<file path="config.mk">
export PLATFORM = sky130hd
export DESIGN_NAME = pwm_output_matrix
export DESIGN_NICKNAME = d
export VERILOG_FILES = /design/src/rtl/pwm_output_matrix_pkg.sv /design/src/rtl/pwm_output_matrix_channel.sv /design/src/rtl/pwm_output_matrix.sv
export SDC_FILE = /design/constraint.sdc
export NUM_CORES = 1
export LEC_CHECK = 0
export CAP_MARGIN = 0
export CORE_ASPECT_RATIO = 0.6
export CORE_MARGIN = 4
export CORE_UTILIZATION = 55
export DETAILED_ROUTE_END_ITERATION = 8
export PLACE_DENSITY_LB_ADDON = 0.3
export SYNTH_ARGS = -nofsm -noshare
export SYNTH_HDL_FRONTEND = slang
export SYNTH_SLANG_ARGS = --single-unit
</file>
<file path="constraint.sdc">
create_clock -name clk -period 4 [get_ports clk]
set_input_delay 1 -clock clk [delete_from_list [all_inputs] [get_ports clk]]
set_output_delay 1 -clock clk [all_outputs]
set_load 0.1 [all_outputs]
</file>
<file path="src/rtl/pwm_output_matrix_pkg.sv">
// Shared register-window addresses and pin-selector encoding for pwm_output_matrix.
// These are the address/selector constants the rest of the block imports in place of a separate defs include.
package pwm_output_matrix_pkg;
  localparam int SEL_W          = 4;
  localparam logic [SEL_W-1:0] SEL_DIGITAL = 4'd0;
  localparam int SEL_PER_WORD   = 8;

  localparam int SEL_BASE       = 'h00;
  localparam int CTRL_ADDR      = 'h04;
  localparam int PER_BASE       = 'h08;
  localparam int IRQ_STAT_ADDR  = 'h18;
  localparam int IRQ_MASK_ADDR  = 'h19;
  localparam int POL_LSB        = 8;
endpackage

</file>
<file path="src/rtl/pwm_output_matrix_channel.sv">
// One PWM generator: wrap-around counter, active period/duty copies and compare.
// Active copies reload from the shadows while disabled and at each boundary.
module pwm_channel #(
  parameter int CNT_W = 16
) (
  input  logic             clk,
  input  logic             rst_n,
  input  logic             en,
  input  logic             pol,
  input  logic [CNT_W-1:0] per_sh,
  input  logic [CNT_W-1:0] duty_sh,
  output logic             pwm,
  output logic             wrap
);
  logic [CNT_W-1:0] cnt_q, per_q, duty_q;
  logic             pwm_q;

  assign wrap = en && (cnt_q == per_q);
  assign pwm  = pwm_q;

  always_ff @(posedge clk or negedge rst_n) begin
    if (!rst_n) begin
      cnt_q  <= '0;
      per_q  <= '0;
      duty_q <= '0;
      pwm_q  <= 1'b0;
    end else if (!en) begin
      cnt_q  <= '0;
      per_q  <= per_sh;
      duty_q <= duty_sh;
      pwm_q  <= pol;
    end else begin
      // Shadow sampled at this edge is the pre-write value, so a same-cycle write waits a period.
      if (wrap) begin
        cnt_q  <= '0;
        per_q  <= per_sh;
        duty_q <= duty_sh;
      end else begin
        cnt_q  <= cnt_q + 1'b1;
      end
      pwm_q <= (cnt_q < duty_q) ^ pol;
    end
  end
endmodule

</file>
<file path="src/rtl/pwm_output_matrix.sv">
// Register file, read mux, pin mux and optional wrap interrupt for N_PWM generators.
// Optional feature macro: PWM_IRQ_EN (adds IRQ_STAT/IRQ_MASK and drives irq).
module pwm_output_matrix
  import pwm_output_matrix_pkg::*;
#(
  parameter int N_OUT  = 20,
  parameter int N_PWM  = 4,
  parameter int CNT_W  = 16,
  parameter int ADDR_W = 5
) (
  input  logic              clk,
  input  logic              rst_n,
  input  logic [ADDR_W-1:0] addr,
  input  logic [31:0]       WD,
  input  logic              WE,
  output logic [31:0]       RD,
  input  logic [N_OUT-1:0]  DOUT,
  output logic [N_OUT-1:0]  out,
  output logic              irq
);
  logic [SEL_W-1:0] sel_q     [N_OUT];
  logic [N_PWM-1:0] en_q, pol_q;
  logic [CNT_W-1:0] per_sh_q  [N_PWM];
  logic [CNT_W-1:0] duty_sh_q [N_PWM];
  logic [N_PWM-1:0] pwm_w, wrap_w;
  logic             unused_bits;

  always_ff @(posedge clk or negedge rst_n) begin
    if (!rst_n) begin
      for (int i = 0; i < N_OUT; i++) sel_q[i] <= SEL_DIGITAL;
      en_q  <= '0;
      pol_q <= '0;
      for (int k = 0; k < N_PWM; k++) begin
        per_sh_q[k]  <= '0;
        duty_sh_q[k] <= '0;
      end
    end else if (WE) begin
      for (int i = 0; i < N_OUT; i++)
        if (addr == ADDR_W'(SEL_BASE + i / SEL_PER_WORD))
          sel_q[i] <= WD[SEL_W*(i % SEL_PER_WORD) +: SEL_W];
      if (addr == ADDR_W'(CTRL_ADDR)) begin
        en_q  <= WD[N_PWM-1:0];
        pol_q <= WD[POL_LSB +: N_PWM];
      end
      for (int k = 0; k < N_PWM; k++) begin
        if (addr == ADDR_W'(PER_BASE + 2*k))     per_sh_q[k]  <= WD[CNT_W-1:0];
        if (addr == ADDR_W'(PER_BASE + 2*k + 1)) duty_sh_q[k] <= WD[CNT_W-1:0];
      end
    end
  end

  for (genvar g = 0; g < N_PWM; g++) begin : g_gen
    pwm_channel #(.CNT_W(CNT_W)) u_ch (
      .clk     (clk),
      .rst_n   (rst_n),
      .en      (en_q[g]),
      .pol     (pol_q[g]),
      .per_sh  (per_sh_q[g]),
      .duty_sh (duty_sh_q[g]),
      .pwm     (pwm_w[g]),
      .wrap    (wrap_w[g])
    );
  end

`ifdef PWM_IRQ_EN
  logic [N_PWM-1:0] stat_q, mask_q, clr_w;

  assign clr_w = (WE && addr == ADDR_W'(IRQ_STAT_ADDR)) ? WD[N_PWM-1:0] : '0;

  always_ff @(posedge clk or negedge rst_n) begin
    if (!rst_n) begin
      stat_q <= '0;
      mask_q <= '0;
    end else begin
      stat_q <= (stat_q & ~clr_w) | wrap_w;
      if (WE && addr == ADDR_W'(IRQ_MASK_ADDR)) mask_q <= WD[N_PWM-1:0];
    end
  end

  assign irq = |(stat_q & mask_q);
`else
  assign irq = 1'b0;
`endif

  always_comb begin
    RD = '0;
    for (int i = 0; i < N_OUT; i++)
      if (addr == ADDR_W'(SEL_BASE + i / SEL_PER_WORD))
        RD[SEL_W*(i % SEL_PER_WORD) +: SEL_W] = sel_q[i];
    if (addr == ADDR_W'(CTRL_ADDR)) begin
      RD[N_PWM-1:0]         = en_q;
      RD[POL_LSB +: N_PWM]  = pol_q;
    end
    for (int k = 0; k < N_PWM; k++) begin
      if (addr == ADDR_W'(PER_BASE + 2*k))     RD[CNT_W-1:0] = per_sh_q[k];
      if (addr == ADDR_W'(PER_BASE + 2*k + 1)) RD[CNT_W-1:0] = duty_sh_q[k];
    end
`ifdef PWM_IRQ_EN
    if (addr == ADDR_W'(IRQ_STAT_ADDR)) RD[N_PWM-1:0] = stat_q;
    if (addr == ADDR_W'(IRQ_MASK_ADDR)) RD[N_PWM-1:0] = mask_q;
`endif
  end

  // Selector values above N_PWM fall through to a forced low.
  always_comb begin
    out = '0;
    for (int i = 0; i < N_OUT; i++) begin
      if (sel_q[i] == SEL_DIGITAL) out[i] = DOUT[i];
      for (int k = 0; k < N_PWM; k++)
        if (sel_q[i] == SEL_W'(k + 1)) out[i] = pwm_w[k];
    end
  end

  assign unused_bits = ^{WD, wrap_w};
endmodule

</file>
==> impl_metrics.py, run 1 <==
metrics = {
    "cts": {
        "cts_root_buf": "clkbuf_16",
        "clk_pin_slew_ns": 0.07,
        "cts_tree": "yes",
        "numCtsBuffers": 39,
        "clk_path_buf_depth": 3,
        "clock_sinks": 412,
        "htree_levels": 2,
        "ctsHoldBuffers": 0,
        "clkLatencyLatePin_ns": 0.54,
    },
    "layout": {
        "multi_input_area_um2": 10100,
        "fillCellCount": 2787,
        "stdcell_count": 2546,
        "layout.nets": 2125,
        "seq_area_um2": 10300,
        "drive_gt1_frac": 0.280,
        "area_growth_pct": 19.3,
    },
    "worst_hold_path": {
        "worst_hold_path_type": "input port to async pin",
    },
    "timing": {
        "rsz0062_at_grt": "no",
        "slew_headroom": 0.276,
        "setup_viol": 0,
        "timing.final.crit_share": 0.981,
        "tightest_slew_ns": 1.08,
        "drv_slew": 0,
        "period_needed_ns": 3.92,
        "hold_viol": 0,
        "skew_ns": 0.0160,
        "max_freq_mhz": 255,
    },
    "setup_path": {
        "cp_top_family": "buffers and inverters",
        "worstSetupPathType": "input port to primary output",
        "cp.arrival_ns": 2.92,
        "critPathMaxFanout": 15,
        "crit_chain": "buf_4 -> buf_4 -> mux2i_1 -> o22ai_1 -> nor4b_1 -> buf_4 -> o22ai_4 -> buf_12",
        "path_buf_inv": 4,
        "cpPeakStageDelay_ns": 0.49,
        "slowest_stage": "mux2i_1",
        "cp-end-kind": "primary output",
        "cp.required_ns": 3.00,
        "start_kind": "input port",
        "path_common_cell": "buf_4",
    },
    "floorplan": {
        "fp.dieW_um": 261,
        "start_util": 0.560,
        "die_h_um": 160,
        "die_area_um2": 41700,
        "num_rows": 55,
        "ios": 113,
        "core_area_um2": 37800,
    },
    "routing": {
        "wl_per_cell_um": 25.2,
        "viasPerCell": 6.08,
        "first_iter_violations": 1515,
        "antenna_left": 0,
        "vias": 15500,
        "first_pass_iters": 5,
        "route.detailed.drc": 0,
        "wirelength_um": 64100,
    },
    "power_and_ir_drop": {
        "p_int_w": 0.00898,
        "power_switching_w": 0.00487,
        "p_per_area_nw_per_um2": 549,
        "total_power_w": 0.0138,
        "pwr-share-comb": 0.285,
        "p_leak_nw": 11.3,
        "swShare": 0.352,
        "p_seq_frac": 0.433,
        "ir_drop_mv": 0.289,
        "p_clk_frac": 0.283,
    },
    "yosys": {
        "seq_area_frac_synth": 0.488,
        "synth-edff-count": 0,
        "synth_nets": 1966,
        "ys_ff_latch": 412,
        "synth_top_area_cell": "dfrtp_1",
        "synth_top_area_share": 0.488,
        "syn_area_um2": 21100,
        "synth_ff_type": "dfrtp_1",
        "netlist_instances": 1842,
        "synth_area_leaders": "dfrtp_1 49%, mux2_2 14%, ha_1 3.8%",
        "yosysWarnings": 0,
        "avgSynthCellArea_um2": 11.5,
        "ys_types": 67,
        "ys_async_sr_fraction": 1.00,
    },
    "run_status": {
        "status": "complete, no violations",
    },
    "grt": {
        "groute.usage.overall": 0.304,
        "grt_max_degree": 89,
        "grt_first_pass_wirelength_um": 96500,
        "grt_pass1_vias": 15600,
        "grt.overflow.total": 0,
        "antenna_found_initial": 4,
    },
    "place": {
        "dp.cells": 2470,
        "routabilityCongestion": 0.983,
        "port_buffers": 111,
        "dp_hpwl_um": 46700,
    },
    "job": {
        "drv_cap": 0,
    },
}
-- final cells by class --
class | count | share of cell area
multi-input cells | 1242 | 0.402
clock inverters | 18 | 0.00932
flip-flops and latches | 412 | 0.409
inverters | 81 | 0.0121
repair buffers | 225 | 0.0982
clock buffers | 52 | 0.0439
well taps | 513 | 0.0254
diodes | 3 | 0.000298
-- placed cells by master (no fill, tap or decap), types with 15 or more instances in the layout --
master	n
clkdlybuf4s50_1	53
inv_1	80
a22o_1	19
buf_4	112
mux2_2	268
o21ai_0	107
nor3b_1	22
xnor2_1	76
mux4_2	22
nand2_1	122
a21oi_1	61
xor2_1	38
ha_1	64
buf_12	50
and3_1	15
mux2_1	16
dfrtp_1	412
nand3_1	33
clkbuf_16	41
nor2_1	111
mux2i_1	43
nand4_1	30
-- registers in the layout (all words and copies together), names as in the netlist --
name               count
g_gen.u_ch.duty_q     64
g_gen.u_ch.pwm         4
g_gen.u_ch.per_q      64
en_q                   4
duty_sh_q             64
pol_q                  4
sel_q                 80
per_sh_q              64
g_gen.u_ch.cnt_q      64
-- repair_timing --
item	in CTS	in global routing
gates resized for setup	34	3
setup buffers	2	1
setup endpoints to repair	32	11
pin swaps	12	1
-- synth_stat cells, drive strengths merged, types with 13 or more instances --
cell type,count
mux4,22
and3,15
nor3b,23
nand4,30
o22ai,14
o21ai,111
clkbuf,49
a221oi,13
xnor2,76
mux2,284
a21oi,63
inv,81
buf,58
dfrtp,412
xor2,38
ha,64
nand3,34
nand2,125
a22o,19
mux2i,43
nor2,119
-- cells by family after synthesis --
| group | synth area share |
|---|---|
| other | 0.000177 |
| XOR/XNOR | 0.0472 |
| AND/OR/NAND/NOR | 0.0989 |
| adder cells (fa/ha/maj) | 0.0379 |
| flip-flops | 0.488 |
| multiplexers | 0.195 |
| buffers and inverters | 0.0404 |
| AO/OA/AOI/OAI | 0.0927 |
-- worst paths after layout --
check	startpoint	cells after the start	end	slack, ns
max	addr[0]	8	RD[14]	0.08
min	rst_n	1	g_gen[0].u_ch.cnt_q[0]	0.48
max reg2reg	g_gen[0].u_ch.cnt_q[3]	5	g_gen[0].u_ch.per_q[4]	1.33
min reg2reg	duty_sh_q[58]	2	g_gen[0].u_ch.duty_q[10]	0.49
max in group asynchronous	rst_n	2	g_gen[1].u_ch.pwm	2.50
min in group clk	duty_sh_q[58]	2	g_gen[0].u_ch.duty_q[10]	0.49
-- per-stage QoR --
stage,hold slack [ns],worst slack (ns),util,TNS [ns],instance area (um2)
after floorplan,0.449,-0.466,-,-0.773,21200
after global placement,0.475,-0.266,0.628,-5.01,23700
after detailed placement,0.479,-0.321,0.628,-5.69,23700
after CTS,0.498,0.0199,0.667,0,25200
after global routing,0.528,0.00521,0.668,0,25200
final,0.484,0.0751,0.668,0,25200
-- routing by layer --
layer / vias to the layer above / track usage / part of all wire
met5: - / 0 / 0
met4: 0 / 0.0645 / 0.024
met3: 85 / 0.0913 / 0.089
met2: 527 / 0.437 / 0.43
met1: 7979 / 0.460 / 0.46
li1: 6900 / - / -
-- power by group through the flow --
stage | clock, W | combinational [W] | sequential [W]
2_1_floorplan | 0 | 0.00291 | 0.00552
3_3_place_gp | 0 | 0.00379 | 0.00598
3_5_place_dp | 0 | 0.00390 | 0.00601
4_1_cts | 0.00397 | 0.00394 | 0.00595
5_1_grt | 0.00414 | 0.00423 | 0.00606
6_report | 0.00391 | 0.00394 | 0.00599
Power figures use the tool's default switching activity.
==> inputs of run 2 (changes only) <==
--- a/config.mk
+++ b/config.mk
@@ -7,7 +7,7 @@
 export LEC_CHECK = 0
 export CAP_MARGIN = 0
 export CORE_ASPECT_RATIO = 0.6
-export CORE_MARGIN = 4
+export CORE_MARGIN = 2
 export CORE_UTILIZATION = 55
 export DETAILED_ROUTE_END_ITERATION = 8
 export PLACE_DENSITY_LB_ADDON = 0.3
==> impl_metrics.py, run 2 (synthesis results as in run 1) <==
metrics = {
    "power_and_ir_drop": {
        "ir_drop_mv": 0.354,
        "p_leak_nw": 11.3,
        "p_per_area_nw_per_um2": 546,
    },
    "timing": {
        "timing.final.crit_share": 0.988,
        "rsz0062_at_grt": "no",
        "setup_viol": 0,
        "skew_ns": 0.0129,
        "period_needed_ns": 3.95,
        "max_freq_mhz": 253,
        "drv_slew": 0,
        "tightest_slew_ns": 1.02,
        "whs_ns": 0.489,
        "hold_viol": 0,
        "slew_headroom": 0.315,
        "setup_ws_ns": 0.0491,
    },
    "worst_hold_path": {
        "worst_hold_path_type": "flip-flop to flip-flop",
    },
    "place": {
        "dp_hpwl_um": 46500,
        "routabilityCongestion": 0.959,
        "port_buffers": 111,
        "dp_slack_ns": -0.288,
    },
    "cts": {
        "clock_sinks": 412,
        "clk_path_buf_depth": 3,
        "clk_pin_slew_ns": 0.06,
        "clkLatencyLatePin_ns": 0.54,
        "cts_root_buf": "clkbuf_16",
        "ctsHoldBuffers": 0,
        "htree_levels": 2,
        "cts_tree": "yes",
        "numCtsBuffers": 39,
    },
    "routing": {
        "wirelength_um": 63200,
        "first_iter_violations": 1663,
        "antenna_left": 0,
        "first_pass_iters": 7,
        "viasPerCell": 6.08,
        "vias": 15500,
        "route.detailed.drc": 0,
        "wl_per_cell_um": 24.8,
    },
    "floorplan": {
        "start_util": 0.560,
        "die_h_um": 156,
        "fp.dieW_um": 257,
        "ios": 113,
        "core_area_um2": 37800,
        "num_rows": 55,
        "die_area_um2": 40100,
    },
    "setup_path": {
        "worstSetupPathType": "input port to primary output",
        "cp.arrival_ns": 2.95,
        "critPathMaxFanout": 6,
        "cp-end-kind": "primary output",
        "cp.required_ns": 3.00,
        "start_kind": "input port",
    },
    "layout": {
        "fillCellCount": 2819,
        "area_growth_pct": 18.8,
        "final_cell_mix": "412 x dfrtp_1, 268 x mux2_2, 125 x buf_4",
        "drive_gt1_frac": 0.279,
        "layout_commonest_cell": "dfrtp_1",
        "layout.nets": 2133,
        "top_register": "sel_q",
        "largest_reg_flops": 80,
    },
    "job": {
        "drv_cap": 0,
    },
    "grt": {
        "groute.usage.overall": 0.322,
        "antenna_found_initial": 3,
        "grt_first_pass_wirelength_um": 97100,
        "grt_pass1_vias": 15500,
        "grt.overflow.total": 0,
        "grt_max_degree": 99,
    },
    "run_status": {
        "status": "complete, no violations",
    },
}
## run 2: cell count changes in the layout (fill, tap and decap cells not counted), sizes merged
cell / previous run / this run
buf: 168 / 176
clkdlybuf4s15: 1 / 0
bufinv: 5 / 4
clkbuf: 53 / 59
clkinv: 11 / 6
clkinvlp: 2 / 0
diode: 3 / 2
## run 2: metal layers
metal	track usage	wire length, um	vias up
met3	0.0902	5840	107
met1	0.482	29000	7883
li1	-	-	6935
met2	0.459	26700	579
met4	0.0792	1570	4
met5	0.0205	124	-
## run 2: power by group
part / leakage, nW / internal, W / switching [W] / total [W]
clock: 0.634 / 0.00223 / 0.00160 / 0.00383
sequential: 5.33 / 0.00501 / 0.000980 / 0.00599
combinational: 5.30 / 0.00167 / 0.00223 / 0.00390
total: 11.3 / 0.00890 / 0.00481 / 0.0137
## run 2: through the flow
step                power, W   util  TNS (ns)  instance area [um2]  std cells
floorplan            0.00843      -    -0.773                21200       1842
global placement     0.00974  0.629     -5.68                23800       2479
finish                0.0137  0.665         0                25100       2550
CTS                   0.0137  0.665         0                25100       2548
detailed placement   0.00988  0.629     -5.75                23800       2479
global route          0.0143  0.665         0                25100       2550
## run 2: critical path, stage by stage
cell and delay (ns):
dlygate4sd2_1 0.24, buf_6 0.13, or4b_4 0.56, buf_6 0.16
o22ai_1 0.16, a221o_1 0.16, nor2_2 0.07, o22ai_2 0.25
buf_12 0.21
## run 2: final cells by class
class	instances	area, um2	area share
flip-flops and latches	412	10300	0.411
multi-input cells	1242	10100	0.402
repair buffers	233	2480	0.0987
clock buffers	57	1140	0.0452
well taps	513	642	0.0256
inverters	81	304	0.0121
clock inverters	10	150	0.00598
diodes	2	5.00	0.000199
## run 2: what timing repair did
item,CTS,global route
endpoints found under the setup margin,32,12
buffers inserted,2,0
pin swaps,5,2
gates cloned,0,0
gates resized for setup,21,8
## run 2: final timing paths
path / start / endpoint / slack, ns / cells after the start
setup / recovery: addr[2] / RD[7] / 0.05 / 9
hold / removal: duty_sh_q[58] / g_gen[0].u_ch.duty_q[10] / 0.49 / 2
setup reg to reg: g_gen[2].u_ch.cnt_q[10] / g_gen[2].u_ch.per_q[11] / 1.50 / 5
hold reg to reg: duty_sh_q[58] / g_gen[0].u_ch.duty_q[10] / 0.49 / 2
max in group asynchronous: rst_n / g_gen[1].u_ch.per_q[8] / 2.53 / 2
min in group asynchronous: rst_n / g_gen[1].u_ch.cnt_q[6] / 0.50 / 1
